$ cat config.mk
export PLATFORM = sky130hd
export DESIGN_NAME = param_alu_core
export DESIGN_NICKNAME = d
export VERILOG_FILES = /design/src/rtl/param_alu_core.sv
export SDC_FILE = /design/constraint.sdc
export NUM_CORES = 1
export LEC_CHECK = 0
export ABC_AREA = 0
export ABC_CLOCK_PERIOD_IN_PS = 3700
export CORE_UTILIZATION = 45
export CTS_CLUSTER_DIAMETER = 80
export DETAILED_ROUTE_END_ITERATION = 8
export PLACE_DENSITY = 0.76
export SETUP_SLACK_MARGIN = 0.02
export SYNTH_ARGS = -nofsm -noshare
export SYNTH_HDL_FRONTEND = slang
export SYNTH_SLANG_ARGS = --single-unit
export TNS_END_PERCENT = 30
$ cat constraint.sdc
create_clock -name clk -period 3.7 [get_ports clk]
set_clock_uncertainty 0.05 [all_clocks]
set_input_delay 0.74 -clock clk [delete_from_list [all_inputs] [get_ports clk]]
set_output_delay 0.74 -clock clk [all_outputs]
set_load 0.02 [all_outputs]
$ cat src/rtl/param_alu_core.sv
// param_alu_core: WIDTH-bit ALU with register file, flags and
// an iterative shift-add multiplier behind a valid/ready handshake.
module param_alu_core #(
    parameter  int WIDTH = 8,
    parameter  int NREGS = 8,
    localparam int AW    = $clog2(NREGS)
) (
    input  logic             clk,
    input  logic             rst,
    input  logic             in_valid,
    output logic             in_ready,
    input  logic [3:0]       opcode,
    input  logic [AW-1:0]    rs1,
    input  logic [AW-1:0]    rs2,
    input  logic [AW-1:0]    rd,
    input  logic             imm_en,
    input  logic [WIDTH-1:0] imm,
    output logic [WIDTH-1:0] result,
    output logic             out_valid,
    output logic             flag_z,
    output logic             flag_c,
    output logic             flag_v,
    output logic             busy
);

    localparam int SW = $clog2(WIDTH);
    localparam int CW = $clog2(WIDTH + 1);

    typedef enum logic {
        S_IDLE,
        S_MUL
    } state_t;

    state_t             state;
    logic [WIDTH-1:0]   regs [NREGS];
    logic [2*WIDTH-1:0] mul_a;
    logic [2*WIDTH-1:0] mul_acc;
    logic [WIDTH-1:0]   mul_b;
    logic [CW-1:0]      mul_cnt;
    logic [AW-1:0]      mul_rd;

    logic [WIDTH-1:0]   op_a;
    logic [WIDTH-1:0]   op_b;
    logic [SW-1:0]      sh_amt;
    logic [WIDTH:0]     sum;
    logic [WIDTH:0]     diff;
    logic [2*WIDTH-1:0] shl_w;
    logic [2*WIDTH-1:0] shr_w;
    logic [WIDTH-1:0]   alu_r;
    logic               alu_c;
    logic               alu_v;
    logic               alu_wr;
    logic               alu_nop;
    logic               is_mul;
    logic [2*WIDTH-1:0] mul_next;

    assign in_ready = (state == S_IDLE);
    assign busy     = ~in_ready;

    // Operand fetch and single-cycle result/flag computation.
    always_comb begin
        op_a     = regs[rs1];
        op_b     = imm_en ? imm : regs[rs2];
        sh_amt   = op_b[SW-1:0];
        sum      = {1'b0, op_a} + {1'b0, op_b};
        diff     = {1'b0, op_a} - {1'b0, op_b};
        shl_w    = {{WIDTH{1'b0}}, op_a} << sh_amt;
        shr_w    = {op_a, {WIDTH{1'b0}}} >> sh_amt;
        mul_next = mul_acc + (mul_b[0] ? mul_a : '0);
        alu_r    = '0;
        alu_c    = 1'b0;
        alu_v    = 1'b0;
        alu_wr   = 1'b0;
        alu_nop  = 1'b0;
        is_mul   = 1'b0;
        case (opcode)
            4'd0: begin
                alu_r  = sum[WIDTH-1:0];
                alu_c  = sum[WIDTH];
                alu_v  = (op_a[WIDTH-1] == op_b[WIDTH-1]) &&
                         (sum[WIDTH-1] != op_a[WIDTH-1]);
                alu_wr = 1'b1;
            end
            4'd1: begin
                alu_r  = diff[WIDTH-1:0];
                alu_c  = diff[WIDTH];
                alu_v  = (op_a[WIDTH-1] != op_b[WIDTH-1]) &&
                         (diff[WIDTH-1] != op_a[WIDTH-1]);
                alu_wr = 1'b1;
            end
            4'd2: begin
                alu_r  = op_a & op_b;
                alu_wr = 1'b1;
            end
            4'd3: begin
                alu_r  = op_a | op_b;
                alu_wr = 1'b1;
            end
            4'd4: begin
                alu_r  = op_a ^ op_b;
                alu_wr = 1'b1;
            end
            // The last bit out lands just past the kept window.
            4'd5: begin
                alu_r  = shl_w[WIDTH-1:0];
                alu_c  = shl_w[WIDTH];
                alu_wr = 1'b1;
            end
            4'd6: begin
                alu_r  = shr_w[2*WIDTH-1:WIDTH];
                alu_c  = shr_w[WIDTH-1];
                alu_wr = 1'b1;
            end
            4'd7: is_mul = 1'b1;
            4'd8: begin
                alu_r  = imm;
                alu_wr = 1'b1;
            end
            default: alu_nop = 1'b1;
        endcase
    end

    // Issue, writeback and the two-state multiply sequencer.
    always_ff @(posedge clk or negedge rst) begin
        if (!rst) begin
            state     <= S_IDLE;
            for (int i = 0; i < NREGS; i++) regs[i] <= '0;
            mul_a     <= '0;
            mul_acc   <= '0;
            mul_b     <= '0;
            mul_cnt   <= '0;
            mul_rd    <= '0;
            result    <= '0;
            out_valid <= 1'b0;
            flag_z    <= 1'b0;
            flag_c    <= 1'b0;
            flag_v    <= 1'b0;
        end else begin
            out_valid <= 1'b0;
            case (state)
                S_IDLE: begin
                    if (in_valid && is_mul) begin
                        mul_a   <= {{WIDTH{1'b0}}, op_a};
                        mul_b   <= op_b;
                        mul_acc <= '0;
                        mul_cnt <= CW'(WIDTH);
                        mul_rd  <= rd;
                        state   <= S_MUL;
                    end else if (in_valid) begin
                        result    <= alu_r;
                        flag_z    <= ~alu_nop & (alu_r == '0);
                        flag_c    <= alu_c;
                        flag_v    <= alu_v;
                        out_valid <= 1'b1;
                        if (alu_wr) regs[rd] <= alu_r;
                    end
                end
                S_MUL: begin
                    if (mul_cnt == CW'(1)) begin
                        regs[mul_rd] <= mul_next[WIDTH-1:0];
                        result       <= mul_next[WIDTH-1:0];
                        flag_z       <= (mul_next[WIDTH-1:0] == '0);
                        flag_c       <= |mul_next[2*WIDTH-1:WIDTH];
                        flag_v       <= 1'b0;
                        out_valid    <= 1'b1;
                        state        <= S_IDLE;
                    end else begin
                        mul_acc <= mul_next;
                        mul_a   <= mul_a << 1;
                        mul_b   <= mul_b >> 1;
                        mul_cnt <= mul_cnt - CW'(1);
                    end
                end
                default: state <= S_IDLE;
            endcase
        end
    end

endmodule

After elaboration in Yosys (flattened, before gate mapping). Cells that the tools add are included.

Bits in registers: 124. Bits in latches: 0. Memory bits (writable): 0. Memory bits (read-only): 0. Bits of input ports: 25. Word-level logic and storage cells: 133. Memories: 0.

Add/sub/neg operators: 4. Multipliers: 0. Div/mod/pow operators: 0. Magnitude comparators: 6. Equality and inequality tests: 19. Shift-type cells: 2. Mux-type cells: 59. Bitwise logic cells: 9. Reduce and logical (&&, ||, !) cells: 15.

Operator list (count): 64-bit 2-to-1 mux (4); 64-bit bitwise mux (2); 64-bit case mux with 2 select lines (1); 8-bit 2-to-1 mux (12); 16-bit 2-to-1 mux (5); 16-bit case mux with 2 select lines (2); 8-bit case mux with 8 select lines (1); 8-bit binary-select mux with 3-bit select (2); 8-bit demux with 3-bit select (2); 8-bit case mux with 2 select lines (2); 16-bit adder (1); 4-bit by 3-bit equality test with 1-bit output, second input constant (4); 4-bit >= comparator, second input constant (4); 8-bit logical NOT (2); 1-bit 2-to-1 mux (16); 3-bit inverter with 4-bit output (4); 8-bit OR reduction (2); 16-bit by 3-bit >> shifter with 16-bit output (1); 1-bit case mux with 2 select lines (6); 8-bit by 8-bit adder with 9-bit output (1); 9-bit OR reduction (1); 8-bit by 3-bit << shifter with 9-bit output (1); 8-bit by 8-bit subtractor with 9-bit output (1); 8-bit AND (1); 21 further kinds (36).

Logic depth before layout (Yosys ltp). Gate-level depths: netlist (run 1).

Depth in word-level cells: 12. Gate-level depth with buffers: 20. Mapped depth without buffers: 16.

Least setup slack after synthesis (run 1). No wires, ideal clock.

Path kind: input -> register. Start: input port rs2[0]. End: register regs[31] (netlist name). Library setup time: 0.119 ns. Data arrival time: 4.703 ns. Data required time: 3.531 ns. Slack: -1.172 ns. Cell stages on the path: 18. Buffers on the path: 4. Cell sequence: buf_6 -> buf_12 -> buf_1 -> mux4_2 -> mux2i_1 -> nor2_1 -> a21oi_1 -> ha_1 -> clkbuf_1 -> nor3_1 -> o21a_1 -> or3_1 -> and2_1 -> a2111oi_0 -> o2111a_1 -> or2_1 -> o221ai_1 -> o21a_1.

Longest elaborated chain between the ends: 12.

Ends and longest elaborated chain: start: declaration (line 14) `input logic [AW-1:0] rs2,`; 3-bit inverter with 4-bit output (implied by the code) (*) (line 63) `op_b = imm_en ? imm : regs[rs2];`; 8-bit binary-select mux with 3-bit select (*) (line 63); 8-bit 2-to-1 mux (implied by the code) (*) (2 in a row) (line 63); 8-bit 2-to-1 mux (*) (line 63); 8-bit by 8-bit subtractor with 9-bit output (tied with other cells) (line 66) `diff = {1'b0, op_a} - {1'b0, op_b};`; 8-bit case mux with 8 select lines (*) (line 76) `case (opcode)`; 64-bit bitwise mux (*) (line 155) `if (alu_wr) regs[rd] <= alu_r;`; 64-bit 2-to-1 mux (*) (line 155); 64-bit 2-to-1 mux (*) (line 149) `end else if (in_valid) begin`; 64-bit 2-to-1 mux (*) (line 142) `if (in_valid && is_mul) begin`; 64-bit case mux with 2 select lines (*) (line 140) `case (state)`; end signal: indexed assignment (line 155); end signal: indexed assignment (line 160) `regs[mul_rd] <= mul_next[WIDTH-1:0];`; end: declaration (line 35) `logic [WIDTH-1:0] regs [NREGS];`.

Every way passes the cells marked *; elsewhere a longest branch is shown, timed or not. The select of a mux whose other input is x is not followed. A chain may end at the register's enable or synchronous reset.

Worst setup path in the final report (run 1).
Start: input port rs2[0]. End: register flag_z.

Longest elaborated chain between the ends: 12.

Ends and longest elaborated chain: 3-bit inverter with 4-bit output (implied by the code) (*) (line 63); 8-bit binary-select mux with 3-bit select (*) (line 63); 8-bit 2-to-1 mux (implied by the code) (*) (2 in a row) (line 63); 8-bit 2-to-1 mux (*) (line 63); 8-bit by 8-bit subtractor with 9-bit output (tied with other cells) (line 66); 8-bit case mux with 8 select lines (*) (line 76); 8-bit logical NOT (*) (line 151) `flag_z <= ~alu_nop & (alu_r == '0);`; 1-bit AND (*) (line 151); 1-bit 2-to-1 mux (*) (line 149); 1-bit 2-to-1 mux (*) (line 142); 1-bit case mux with 2 select lines (*) (line 140); end signal: assignment (line 151); end signal: assignment (line 162) `flag_z <= (mul_next[WIDTH-1:0] == '0);`; end: declaration (line 20) `output logic flag_z,`.

Marks and branches as above.

==> results of run 1 <==
==> power by group through the flow <==
stage / sequential, W / clock (W) / combinational, W
after CTS: 0.00244 / 0.00172 / 0.00579
final: 0.00247 / 0.00171 / 0.00629
after global routing: 0.00253 / 0.00177 / 0.00668
after detailed placement: 0.00245 / 0 / 0.00538
after floorplan: 0.00238 / 0 / 0.00316
after global placement: 0.00242 / 0 / 0.00528
==> what timing repair did <==
action | 4_1_cts | 5_1_grt
setup buffers | 28 | 9
endpoints found under the setup margin | 75 | 74
pin swaps | 38 | 35
gates cloned | 1 | 0
gates resized for setup | 88 | 73
==> flip-flops by register name, summed over array words and instances, names as in the netlist <==
register	cells
mul_acc	16
mul_cnt	4
result	8
out_valid	1
busy	1
mul_rd	3
mul_b	8
flag_c	1
flag_z	1
regs	64
mul_a	16
flag_v	1
==> through the flow <==
step	cell area (µm²)	total power, W	hold WS [ns]
finish	12800	0.0105	0.297
global route	12800	0.0110	0.374
CTS	12500	0.00995	0.327
detailed placement	11300	0.00783	0.424
global placement	11300	0.00771	0.413
floorplan	9460	0.00554	0.394
==> layout make-up <==
cell class | count | share of cell area [%]
clock buffer | 20 | 3.56
clock inverter | 11 | 1.12
inverter | 36 | 1.13
multi-input combinational | 787 | 49.9
sequential | 124 | 24.2
tap | 270 | 2.63
timing repair buffer | 263 | 17.5
==> worst max-delay path, stage by stage <==
cell      delay, ns
buf_12         0.10
buf_12         0.13
mux2i_1        0.13
mux4_2         0.53
o21a_4         0.25
inv_8          0.05
ha_4           0.13
inv_4          0.04
fa_2           0.36
or2_4          0.25
a221oi_4       0.28
mux2_4         0.35
nor3_4         0.21
o31ai_4        0.12
a21oi_4        0.20
and4_1         0.22
nand4_1        0.13
a31oi_1        0.19
==> worst paths after layout <==
path                       slack [ns]  cells after the start       end  startpoint
hold reg to reg                  0.43                      2  mul_b[3]    mul_b[3]
setup / recovery                -0.42                     18    flag_z      rs2[0]
setup reg to reg                -0.26                     16    flag_z    regs[40]
hold / removal                   0.30                      1  mul_a[9]         rst
max in group asynchronous        2.45                      2  regs[27]         rst
min in group clk                 0.43                      2  mul_b[3]    mul_b[3]
==> cell usage in the layout, fill, tap and decap left out, types with 6 or more instances in the layout <==
cell / count
o32a_1: 8
buf_12: 8
o221ai_2: 12
nand2b_1: 10
a31oi_1: 12
buf_6: 18
buf_4: 199
nor3_1: 16
nand3b_1: 11
inv_1: 32
o221ai_1: 16
a22o_1: 31
xnor2_1: 16
o22a_1: 23
o21ai_1: 12
o22ai_1: 17
o21ai_0: 55
or2_2: 9
nand2_1: 105
mux2i_1: 44
a21oi_1: 29
ha_1: 32
clkdlybuf4s50_1: 31
o211ai_1: 9
ha_4: 6
clkbuf_16: 17
mux4_2: 23
nor2b_1: 11
and2_1: 21
nor2_1: 62
o21a_1: 33
a21oi_2: 10
nand3_1: 10
dfrtp_1: 124
or2_4: 6
==> metal layers <==
metal / global-route usage [%] / up-vias
li1: - / 4245
met1: 40.7 / 4697
met2: 50.6 / 550
met3: 5.59 / 136
met4: 15.2 / 0
met5: 0 / -
==> logic make-up after synthesis <==
group                      synth area share, %
AOI/OAI and AO/OA                         25.7
muxes                                     11.6
and+or+nand+nor                           16.3
xor gates and xnor gates                  1.87
adders and majority gates                 6.26
buffers and inverters                     5.08
DFF                                       33.2
==> results.py, run 1 <==
metrics = {
    "detailed_routing": {
        "dr.pass1.iters": 6,
        "num_vias": 9628,
        "drc_errors": 0,
        "routed.top_layer": "met4",
        "routed_via_density": 6.37,
        "first_iter_violations": 1152,
        "wl_met3_um": 2750,
        "wl_met1_um": 13500,
        "finalWirelength_um": 33600,
        "post_drt_wl_per_cell_um": 22.2,
        "met2_length_um": 15700,
        "ant_nets": 0,
    },
    "floorplan": {
        "fp.dieArea_um2": 21400,
        "initial_core_util_pct": 46.1,
        "io_pins": 39,
        "die_w_um": 146,
        "fp.dieH_um": 146,
        "core_area_um2": 20300,
        "rows": 52,
    },
    "sta": {
        "rsz0062_at_grt": "true",
        "setup_violations": 67,
        "worst_slew_pin_slew_ns": 1.17,
        "fin_ws_ns": -0.424,
        "finalSetupTns_ns": -11.25,
        "drv_slew": 0,
        "hold_viol": 0,
        "relSlewSlack_pct": 21.7,
        "period_share_pct": 111,
        "finalCriticalPeriod_ns": 4.12,
        "fmax_ghz": 0.242,
    },
    "layout": {
        "n_antenna_cell": 0,
        "multiInputGateArea_um2": 6400,
        "syn_to_final_growth_pct": 37.2,
        "regArea_um2": 3100,
        "fillers": 1606,
        "layout-drive-gt1-share_pct": 33.0,
        "num-nets-final": 1299,
        "post-route-util_pct": 63.2,
        "final-instance-count-excl-fill": 1511,
    },
    "power_and_ir_drop": {
        "p_int_w": 0.00609,
        "p_seq_share_pct": 23.6,
        "switching_share_pct": 41.9,
        "pwr_density_cell_nw_per_um2": 816,
        "power_leakage_nw": 5.49,
        "ir_worst_vdd_mv": 0.540,
        "switchingPower_w": 0.00438,
        "pwr-share-clk_pct": 16.3,
        "power_frac_comb_pct": 60.1,
    },
    "synthesis": {
        "synth_area_per_cell_um2": 9.19,
        "synth-edff-count": 0,
        "ys_warn_count": 0,
        "ys_types": 76,
        "synth-seq-cells": 124,
        "yosys-top-cells-area": "dfrtp_1 (33%), ha_1 (5.6%), mux4_2 (5.5%)",
        "synth_fp_nets": 1088,
        "yosysMostFrequentCell": "dfrtp_1",
        "async_flop_share_pct": 100,
        "synthFlopType": "dfrtp_1",
        "seq_area_frac_synth_pct": 33.2,
        "synth_top_cell_area_share_pct": 33.2,
        "yosys.area.top_type": "dfrtp_1",
        "netlist_area_um2": 9360,
        "postSynthCellCount": 1018,
        "synth_common_cells": "dfrtp_1 (124), nand2_1 (106), o21ai_0 (68)",
    },
    "place": {
        "dp.cells": 1447,
        "post-place-ws_ns": -1.38,
        "portBuffers": 38,
        "globalplace.congestion": 1.01,
        "dp_hpwl_um": 23400,
    },
    "status": {
        "violations": "setup timing",
        "status": "finished, violations left",
    },
    "worst_hold_path": {
        "min_path_type": "in -> async",
    },
    "clock_tree": {
        "clockBufferDepth": 2,
        "htree_levels": 4,
        "postCtsHoldBufs": 0,
        "clkSinkCount": 124,
        "numCtsBuffers": 17,
        "cts_tree": "yes",
        "clock_latency_ns": 0.42,
        "clk_pin_slew_worst_paths_ns": 0.06,
        "cts-root-buf": "clkbuf_16",
    },
    "global_route": {
        "grt_antenna_before_repair": 0,
        "grt_pass1_vias": 9322,
        "grt_use_total_pct": 31.3,
        "grt_start_max_net_pins": 74,
        "overflow": 0,
        "grt_pass1_wl_um": 51800,
    },
    "worst_setup_path": {
        "path_class": "in -> reg",
        "cp-end-kind": "register",
        "cp_data_arrival_time_ns": 4.41,
        "path_max_fanout": 6,
        "setup.worst_path.start_class": "input port",
        "worst_ep_required_time_ns": 3.99,
    },
    "run": {
        "drv_cap": 0,
    },
}
(Power assumes the default switching activity.)
==> run 2: changes to the inputs <==
--- a/config.mk
+++ b/config.mk
@@ -6,7 +6,6 @@
 export NUM_CORES = 1
 export LEC_CHECK = 0
 export ABC_AREA = 0
-export ABC_CLOCK_PERIOD_IN_PS = 3700
 export CORE_UTILIZATION = 45
 export CTS_CLUSTER_DIAMETER = 80
 export DETAILED_ROUTE_END_ITERATION = 8
==> results of run 2 <==
No change in the layout: final DEF, timing and power equal those of run 1.
==> run 3: changes to the inputs <==
--- a/config.mk
+++ b/config.mk
@@ -9,6 +9,7 @@
 export CORE_UTILIZATION = 45
 export CTS_CLUSTER_DIAMETER = 80
 export DETAILED_ROUTE_END_ITERATION = 8
+export HOLD_SLACK_MARGIN = 0.1
 export PLACE_DENSITY = 0.76
 export SETUP_SLACK_MARGIN = 0.02
 export SYNTH_ARGS = -nofsm -noshare
==> results of run 3 <==
No change in the layout: final DEF, timing and power equal those of run 1.
